### config.mk
export PLATFORM = sky130hd
export DESIGN_NAME = seg_scan_driver
export DESIGN_NICKNAME = d
export VERILOG_FILES = /design/src/rtl/seg_scan_driver.sv
export SDC_FILE = /design/constraint.sdc
export NUM_CORES = 1
export LEC_CHECK = 0
export ABC_AREA = 1
export CAP_MARGIN = 20
export CORE_ASPECT_RATIO = 1.2
export CORE_UTILIZATION = 30
export CTS_BUF_LIST = sky130_fd_sc_hd__clkbuf_8
export CTS_CLUSTER_DIAMETER = 50
export DETAILED_ROUTE_END_ITERATION = 8
export PLACE_DENSITY_LB_ADDON = 0.25
export SETUP_SLACK_MARGIN = 0.2
export SYNTH_ARGS = -nofsm -noshare
export SYNTH_HDL_FRONTEND = slang
export SYNTH_SLANG_ARGS = --single-unit
### constraint.sdc
create_clock -name CLK -period 1.7 [get_ports CLK]
set_input_delay 0.34 -clock CLK [delete_from_list [all_inputs] [get_ports CLK]]
set_output_delay 0.34 -clock CLK [all_outputs]
set_load 0.1 [all_outputs]
### src/rtl/seg_scan_driver.sv
// seg_scan_driver: time-multiplexed four-digit seven-segment display driver.
// Loads {VALUE, DIGIT_EN} through a one-entry pending buffer (valid/ready) and
// applies it to the display register only at frame boundaries.
// Optional feature macro: SEG_SCAN_DP_EN adds DP_IN[3:0] decimal-point inputs.
module seg_scan_driver #(
    parameter int unsigned TICK_DIV  = 100000,
    parameter int unsigned BLANK_CYC = 16
) (
    input  logic        CLK,
    input  logic        RESET_N,
    input  logic [15:0] VALUE,
    input  logic [3:0]  DIGIT_EN,
`ifdef SEG_SCAN_DP_EN
    input  logic [3:0]  DP_IN,
`endif
    input  logic        LOAD_VALID,
    output logic        LOAD_READY,
    output logic [6:0]  SEGMENTS,
    output logic        DP,
    output logic [3:0]  AN,
    output logic        FRAME_TICK
);

    localparam int unsigned     PS_W     = $clog2(TICK_DIV);
    localparam logic [PS_W-1:0] PS_LAST  = PS_W'(TICK_DIV - 1);
    localparam logic [PS_W-1:0] PS_BLANK = PS_W'(BLANK_CYC);
    localparam logic [PS_W-1:0] PS_ONE   = PS_W'(1);

    logic            r_run;
    logic [PS_W-1:0] r_prescale;
    logic [1:0]      r_idx;
    logic [15:0]     r_pend_val;
    logic [3:0]      r_pend_en;
    logic            r_pend_full;
    logic [15:0]     r_disp_val;
    logic [3:0]      r_disp_en;
    logic [3:0]      r_an;
    logic [6:0]      r_seg;
    logic            r_frame_tick;

    logic            w_wrap;
    logic            w_boundary;
    logic            w_load;
    logic            w_take;
    logic            w_lit;
    logic [3:0]      w_nibble;

    // Hex nibble to active-low segments, {g,f,e,d,c,b,a}.
    function automatic logic [6:0] f_encode(input logic [3:0] nib);
        logic [6:0] seg;
        case (nib)
            4'h0:    seg = 7'h40;
            4'h1:    seg = 7'h79;
            4'h2:    seg = 7'h24;
            4'h3:    seg = 7'h30;
            4'h4:    seg = 7'h19;
            4'h5:    seg = 7'h12;
            4'h6:    seg = 7'h02;
            4'h7:    seg = 7'h78;
            4'h8:    seg = 7'h00;
            4'h9:    seg = 7'h10;
            4'hA:    seg = 7'h08;
            4'hB:    seg = 7'h03;
            4'hC:    seg = 7'h46;
            4'hD:    seg = 7'h21;
            4'hE:    seg = 7'h06;
            default: seg = 7'h0E;
        endcase
        return seg;
    endfunction

    assign w_wrap     = (r_prescale == PS_LAST);
    assign w_boundary = r_run & w_wrap & (r_idx == 2'd3);
    assign w_load     = LOAD_VALID & ~r_pend_full;
    assign w_take     = w_boundary & r_pend_full;
    assign w_nibble   = r_disp_val[{r_idx, 2'b00} +: 4];
    assign w_lit      = (r_prescale >= PS_BLANK) & r_disp_en[r_idx];

    // Reset release synchroniser: one stage, so counting starts on the second edge.
    always_ff @(posedge CLK or negedge RESET_N) begin
        if (!RESET_N) r_run <= 1'b0;
        else          r_run <= 1'b1;
    end

    // Slot prescaler and digit index; idx 3 -> 0 wrap is the frame boundary.
    always_ff @(posedge CLK or negedge RESET_N) begin
        if (!RESET_N) begin
            r_prescale <= '0;
            r_idx      <= '0;
        end else if (r_run) begin
            if (w_wrap) begin
                r_prescale <= '0;
                r_idx      <= r_idx + 2'd1;
            end else begin
                r_prescale <= r_prescale + PS_ONE;
            end
        end
    end

    // Pending buffer handshake and frame-boundary transfer into the display register.
    // Handshake is not gated by r_run: upstream shares this reset domain, and
    // LOAD_READY must already be high while reset is held.
    always_ff @(posedge CLK or negedge RESET_N) begin
        if (!RESET_N) begin
            r_pend_val  <= '0;
            r_pend_en   <= '0;
            r_pend_full <= 1'b0;
            r_disp_val  <= '0;
            r_disp_en   <= '0;
        end else begin
            // w_take and w_load are exclusive: a load needs the buffer empty.
            if (w_take) begin
                r_disp_val  <= r_pend_val;
                r_disp_en   <= r_pend_en;
                r_pend_full <= 1'b0;
            end
            if (w_load) begin
                r_pend_val  <= VALUE;
                r_pend_en   <= DIGIT_EN;
                r_pend_full <= 1'b1;
            end
        end
    end

    // Registered scan outputs, one cycle behind prescale/idx.
    always_ff @(posedge CLK or negedge RESET_N) begin
        if (!RESET_N) begin
            r_an         <= '1;
            r_seg        <= '1;
            r_frame_tick <= 1'b0;
        end else if (r_run) begin
            r_an         <= w_lit ? ~(4'b0001 << r_idx) : 4'b1111;
            r_seg        <= w_lit ? f_encode(w_nibble) : 7'h7F;
            r_frame_tick <= w_boundary;
        end
    end

`ifdef SEG_SCAN_DP_EN
    logic [3:0] r_pend_dp;
    logic [3:0] r_disp_dp;
    logic       r_dp;

    // Decimal points travel with VALUE through pending and display.
    always_ff @(posedge CLK or negedge RESET_N) begin
        if (!RESET_N) begin
            r_pend_dp <= '0;
            r_disp_dp <= '0;
            r_dp      <= 1'b1;
        end else begin
            if (w_take) r_disp_dp <= r_pend_dp;
            if (w_load) r_pend_dp <= DP_IN;
            if (r_run)  r_dp      <= w_lit ? ~r_disp_dp[r_idx] : 1'b1;
        end
    end

    assign DP = r_dp;
`else
    assign DP = 1'b1;
`endif

    assign LOAD_READY = ~r_pend_full;
    assign AN         = r_an;
    assign SEGMENTS   = r_seg;
    assign FRAME_TICK = r_frame_tick;

endmodule

# --- Yosys cells after proc, flatten, opt, wreduce, memory -nomap -nowiden ---
# Memory sizes are Yosys's and may differ from the RTL's.
# Index checks and enable logic that the tools add are counted.
word_totals:
  regBits: 73
  out_inout_bits: 14
  rom_bits: 112
  n_memories: 1
  inputBits: 23
  latchBits: 0
  mem_bits_rw: 0
memory_table:
  columns: ["memory", "depth", "width", "read_ports", "rd_clocked_by_memory_dff", "write_ports", "line_no", "text"]
  rows:
  - ["(no name shown)", 16, 7, 1, 0, 0, "51", "case (nib)"]
classes:
  reduce_logical: 2
  n_div: 0
  muxes: 7
  n_mul: 0
  bitwise: 7
  add_sub_neg: 2
  n_shift: 2
  n_eq_ne: 2
  n_lt_le_gt_ge: 2
ops:
  columns: ["operator", "count"]
  rows:
  - ["17-bit by 1-bit adder with 17-bit output, second input constant", 1]
  - ["17-bit equality test, second input constant", 1]
  - ["17-bit by 5-bit >= comparator with 1-bit output, second input constant", 1]
  - ["17-bit two-way mux", 1]
  - ["16-bit by 5-bit indexed part select with 4-bit output", 1]
  - ["7-bit two-way mux", 1]
  - ["1-bit AND", 5]
  - ["4-bit two-way mux", 1]
  - ["4-bit inverter", 1]
  - ["1-bit by 2-bit << shifter with 4-bit output, first input constant", 1]
  - ["2-bit by 3-bit less-than comparator with 1-bit output, second input constant", 1]
  - ["1-bit two-way mux", 3]
  - ["2-bit by 1-bit adder with 2-bit output, second input constant", 1]
  - ["1-bit binary-select mux with 2-bit select", 1]
  - ["2-bit equality test, second input constant", 1]
  - ["2-bit AND reduction", 1]
  - ["2-bit nonzero test", 1]
  - ["1-bit inverter", 1]

# --- Depth between registers and ports, before layout ---
depth:
  depth_word: 6
  depth_mapped: 13

# --- Worst setup path before layout ---
# OpenSTA, ideal clock, no wires.
synth_path:
  path_type: "register -> register"
  start: "reg r_pend_full"
  end: "reg r_pend_en[0]"
  t_required_ns: 1.575
  arrival_time_ns: 1.640
  synth_period_minus_slack_ns: 1.765
  stages_incl_launch_ff: 5
  setup_time_ns: 0.125
  setup_slack_ns: -0.065
  path_cell_list: "dfrtp_1 > inv_1 > nand2_1 > buf_2 > mux2_2"
synth_between:
  elab_chain_len: 2
synth_rtl:
  columns: ["item", "line_no", "text"]
  rows:
  - ["start, declared", "34", "logic r_pend_full;"]
  - ["start signal, assigned", "107", "r_pend_full <= 1'b0;"]
  - ["start signal, assigned", "115", "r_pend_full <= 1'b0;"]
  - ["start signal, assigned", "120", "r_pend_full <= 1'b1;"]
  - ["1-bit inverter", null, null]
  - ["via LOAD_READY", "17", "output logic LOAD_READY,"]
  - ["1-bit AND", "74", "assign w_load = LOAD_VALID & ~r_pend_full;"]
  - ["end signal, assigned", "106", "r_pend_en <= '0;"]
  - ["end signal, assigned", "119", "r_pend_en <= DIGIT_EN;"]
  - ["end, declared", "33", "logic [3:0] r_pend_en;"]
# The timed path passes the listed nets, and every way through them passes these cells.
# A chain may end at the register's enable or synchronous reset.

# --- Worst setup path after layout ---
layout_path:
  start: "reg r_idx[0]"
  end: "reg r_seg[3] (netlist: SEGMENTS[3])"
layout_between:
  elab_chain_len: 4
  elab_cells_between_ends: 6
  cone_classes: "shift (1); mux (3); bitwise (1); memory (1)"
layout_rtl:
  columns: ["item", "line_no", "text"]
  rows:
  - ["start, declared", "31", "logic [1:0] r_idx;"]
  - ["start signal, assigned", "93", "r_idx <= r_idx + 2'd1;"]
  - ["parallel branches: the longest is 3 deep, another holds memory 16 x 7 bit", null, null]
  - ["7-bit two-way mux (*)", "133", "r_seg <= w_lit ? f_encode(w_nibble) : 7'h7F;"]
  - ["end signal, assigned", "133", null]
  - ["end, declared", "38", "logic [6:0] r_seg;"]
# Mark *: on every way between the ends. The select of a mux whose other input is x is not followed.

==> results by group <==
Placed design
  – IO Port Bufs: 35
  – Post-Place Cells: 638
  – Area after DPL: 4490 sq um
  – GPL Wtd Cong: 0.899
  – Dpl hpwl: 5690 microns

Run status
  – Failing checks: negative hold slack
  – Status: complete, but fails checks

Global route
  – Initial antenna violation count: 0
  – First-pass GRT wire length: 14400 microns
  – Vias in the first global route: 3066
  – Grt total ovfl: 0
  – Gr usage total: 14.0%
  – Largest net degree at the start of global routing: 74

Power
  – Pleak: 2.44 nW
  – Sw Ratio: 27.3%
  – Part of the power in combinational logic: 12.8%
  – Overall power: 4.07 mW
  – Switching power: 1.11 mW
  – Flop pwr share: 49.4%
  – VDD IR-drop max: 0.000371 V
  – Pwr/cell area: 777 nW/um^2
  – Clock Power Share: 37.8%
  – Cell Int Power: 2.95 mW

Detailed routing
  – Post-route ant nets: 0
  – DR iter-0 viols: 157
  – Post-Route WL: 9160 microns
  – Residual DRC: 0
  – Routed vias/inst: 4.71
  – Routed WL per cell: 13.5 microns
  – Drt pass-1 iters: 5
  – Via Count: 3195

Layout
  – Design Area, Final: 5240 sq um
  – Ant diodes: 0
  – Layout cells sized above 1: 32.5%
  – Final Util: 43.0%
  – Area Overhead vs Synth: 39.5%
  – Fin nets: 547
  – Final Non-Filler Cells: 678

STA
  – RSZ-0062 raised after global routing: yes
  – Max Freq: 629 MHz
  – Clock Skew: 0.0155 ns
  – Max-slew violation count: 0
  – # setup viols final: 0
  – Period Utilization, post-route: 93.5%
  – Hold slack: -0.0309 ns
  – Final hold viol count: 8
  – Period minus WS final: 1.59 ns

Min path
  – Hold/Removal Path Class: input pin to asynchronous set/reset pin

Clocking
  – Clk sinks: 73
  – Worst skew pair latency: 0.37 ns
  – H-tree levels: 3
  – Clock-pin slew on the worst setup and hold paths: 0.08 ns
  – CTS buffer count: 9
  – CTS Hold Bufs: 0
  – CTS tree: yes
  – Clock Path Buffers: 2
  – CTS Root Cell: clkbuf_8

Worst setup path
  – Reg-to-Reg Start: r_idx[0]
  – Reg2reg setup slack: 0.11 ns
  – Arrival time at the worst endpoint: 1.90 ns
  – CP endpoint kind: flop
  – R2r endpoint: SEGMENTS[3]
  – Worst reg2reg path depth: 12
  – CP Launch Type: flop
  – Worst-path fanout max: 7
  – Critical path class: flop to flop
  – Worst EP required: 2.01 ns

Synth
  – Synth Warn #: 0
  – Asr flop ratio synth: 100%
  – Cell taking the most area after synthesis: dfrtp_1
  – Synth top area share: 41.3%
  – Mapped cell area: 3750 sq um
  – Mapped Avg Cell Area: 8.49 sq um
  – EDFF count, synth: 0
  – Sequential element share of the synthesized area: 49.0%
  – Distinct cells, synth: 31
  – Synth Flop Type: dfrtp_1
  – Flops & latches, synth: 73
  – Synth area leaders: dfrtp_1 (41%), nand2_1 (14%), dfstp_2 (7.7%)
  – Cells after synthesis: 442

Floorplanning
  – Die area: 13000 sq um
  – Num ports: 37
  – DIE WIDTH: 104 microns
  – # rows: 44
  – Chip height: 125 microns
  – Starting density of the core: 30.9%
  – Area of the core: 12200 sq um

Run
  – Max cap viols: 0
[state kept, by name, indices dropped and copies added (netlist names)]
register	cells
FRAME_TICK	1
r_disp_val	16
r_disp_en	4
SEGMENTS	7
AN	4
r_run	1
r_pend_full	1
r_idx	2
r_pend_en	4
r_pend_val	16
r_prescale	17
[metal layers]
layer  wire (microns)  part of all wire, %  up-vias  global-route usage, %
met2             4660                   51       67                   24.6
met4              209                  2.3        0                   6.30
met1             4010                   44     1545                   16.5
met5                0                    0        -                      0
li1                 -                    -     1568                      -
met3              274                  3.0       15                   2.72
[worst max-delay path: stages (launching register included)]
cell and delay, ns:
dfrtp_2 0.45, buf_6 0.15, nand2_2 0.06, nand3_2 0.09
nand2_4 0.15, buf_6 0.12, ha_2 0.17, nand2_1 0.06
nand2_2 0.06, nand2_1 0.05, nand3_1 0.07, nand2_1 0.05
inv_1 0.04
[cells by family (layout without fill, tap and decap cells)]
group / Yosys count / after routing / share of synthesized area (%)
other: 1 / 2 / 0.0999
adders and majority gates: 12 / 12 / 4.00
AOI/OAI and AO/OA: 22 / 22 / 3.07
xor gates and xnor gates: 5 / 5 / 1.17
DFF: 73 / 73 / 49.0
buffers and inverters: 65 / 136 / 7.70
muxes: 20 / 20 / 6.00
and+or+nand+nor: 244 / 247 / 28.9
[cell usage in the layout (no fill, tap or decap), drive strengths merged, types with 11 or more instances in the layout]
cell | synthesis | routed
clkdlybuf4s50 | 0 | 21
nand3 | 37 | 40
clkbuf | 3 | 11
mux2 | 20 | 20
dfrtp | 62 | 62
ha | 12 | 12
o21ai | 13 | 13
buf | 13 | 47
inv | 48 | 47
nor2 | 35 | 35
dfstp | 11 | 11
nand2 | 137 | 137
nand4 | 25 | 25
[worst max-delay path by stage]
| stage | from | to | slack (ns) | cells after the start |
|---|---|---|---|---|
| floorplan | r_pend_full | r_pend_en[0] | 0.01 | 4 |
| global placement | r_idx[0] | SEGMENTS[5] | 0.05 | 10 |
| detailed placement | r_idx[0] | SEGMENTS[0] | -0.007 | 12 |
| CTS | r_idx[0] | SEGMENTS[0] | 0.13 | 12 |
| global route | r_idx[0] | SEGMENTS[5] | 0.03 | 9 |
| finish | r_idx[0] | SEGMENTS[3] | 0.11 | 12 |
[per-stage QoR]
| stage | setup WS, ns | setup TNS (ns) |
|---|---|---|
| floorplan | 0.0107 | 0 |
| global placement | 0.0454 | 0 |
| detailed placement | -0.00682 | -0.00682 |
| CTS | 0.132 | 0 |
| global route | 0.0339 | 0 |
| finish | 0.111 | 0 |
[power groups by stage]
| stage | Sequential [mW] | Clock (mW) | Combinational, mW |
|---|---|---|---|
| global placement | 2.03 | 0 | 0.414 |
| CTS | 1.99 | 1.57 | 0.497 |
| detailed placement | 2.03 | 0 | 0.425 |
| floorplan | 2.00 | 0 | 0.260 |
| global route | 2.02 | 1.64 | 0.576 |
| finish | 2.01 | 1.54 | 0.520 |
[final cells by class]
class / instances / area (sq um)
Sequential cell: 73 / 1850
Tap cell: 161 / 201
Multi-Input combinational cell: 308 / 1920
Clock buffer: 9 / 124
Inverter: 49 / 213
Timing Repair inverter: 1 / 8.76
Clock inverter: 7 / 96.3
Fill cell: 1160 / 6930
Timing Repair Buffer: 70 / 826
[what timing repair did]
item                       4_1_cts  5_1_grt
pin swaps                       12       25
setup buffers                    9        8
setup endpoints to repair       33       41
gates resized for setup         35       44
gates cloned                     2        5
[Yosys cell counts (2+ instances only)]
| cell | count |
|---|---|
| clkbuf_1 | 3 |
| buf_4 | 3 |
| o21ai_0 | 13 |
| or2_2 | 5 |
| xor2_1 | 4 |
| buf_6 | 3 |
| nand3_1 | 35 |
| nor3_1 | 4 |
| nand3_4 | 2 |
| ha_1 | 12 |
| inv_2 | 2 |
| nand2_1 | 136 |
| nand4_1 | 25 |
| mux2_2 | 20 |
| inv_1 | 45 |
| buf_2 | 7 |
| a21oi_1 | 6 |
| dfrtp_1 | 62 |
| nor2_1 | 33 |
| dfstp_2 | 11 |
No activity file was read; power rests on OpenSTA's default activity.
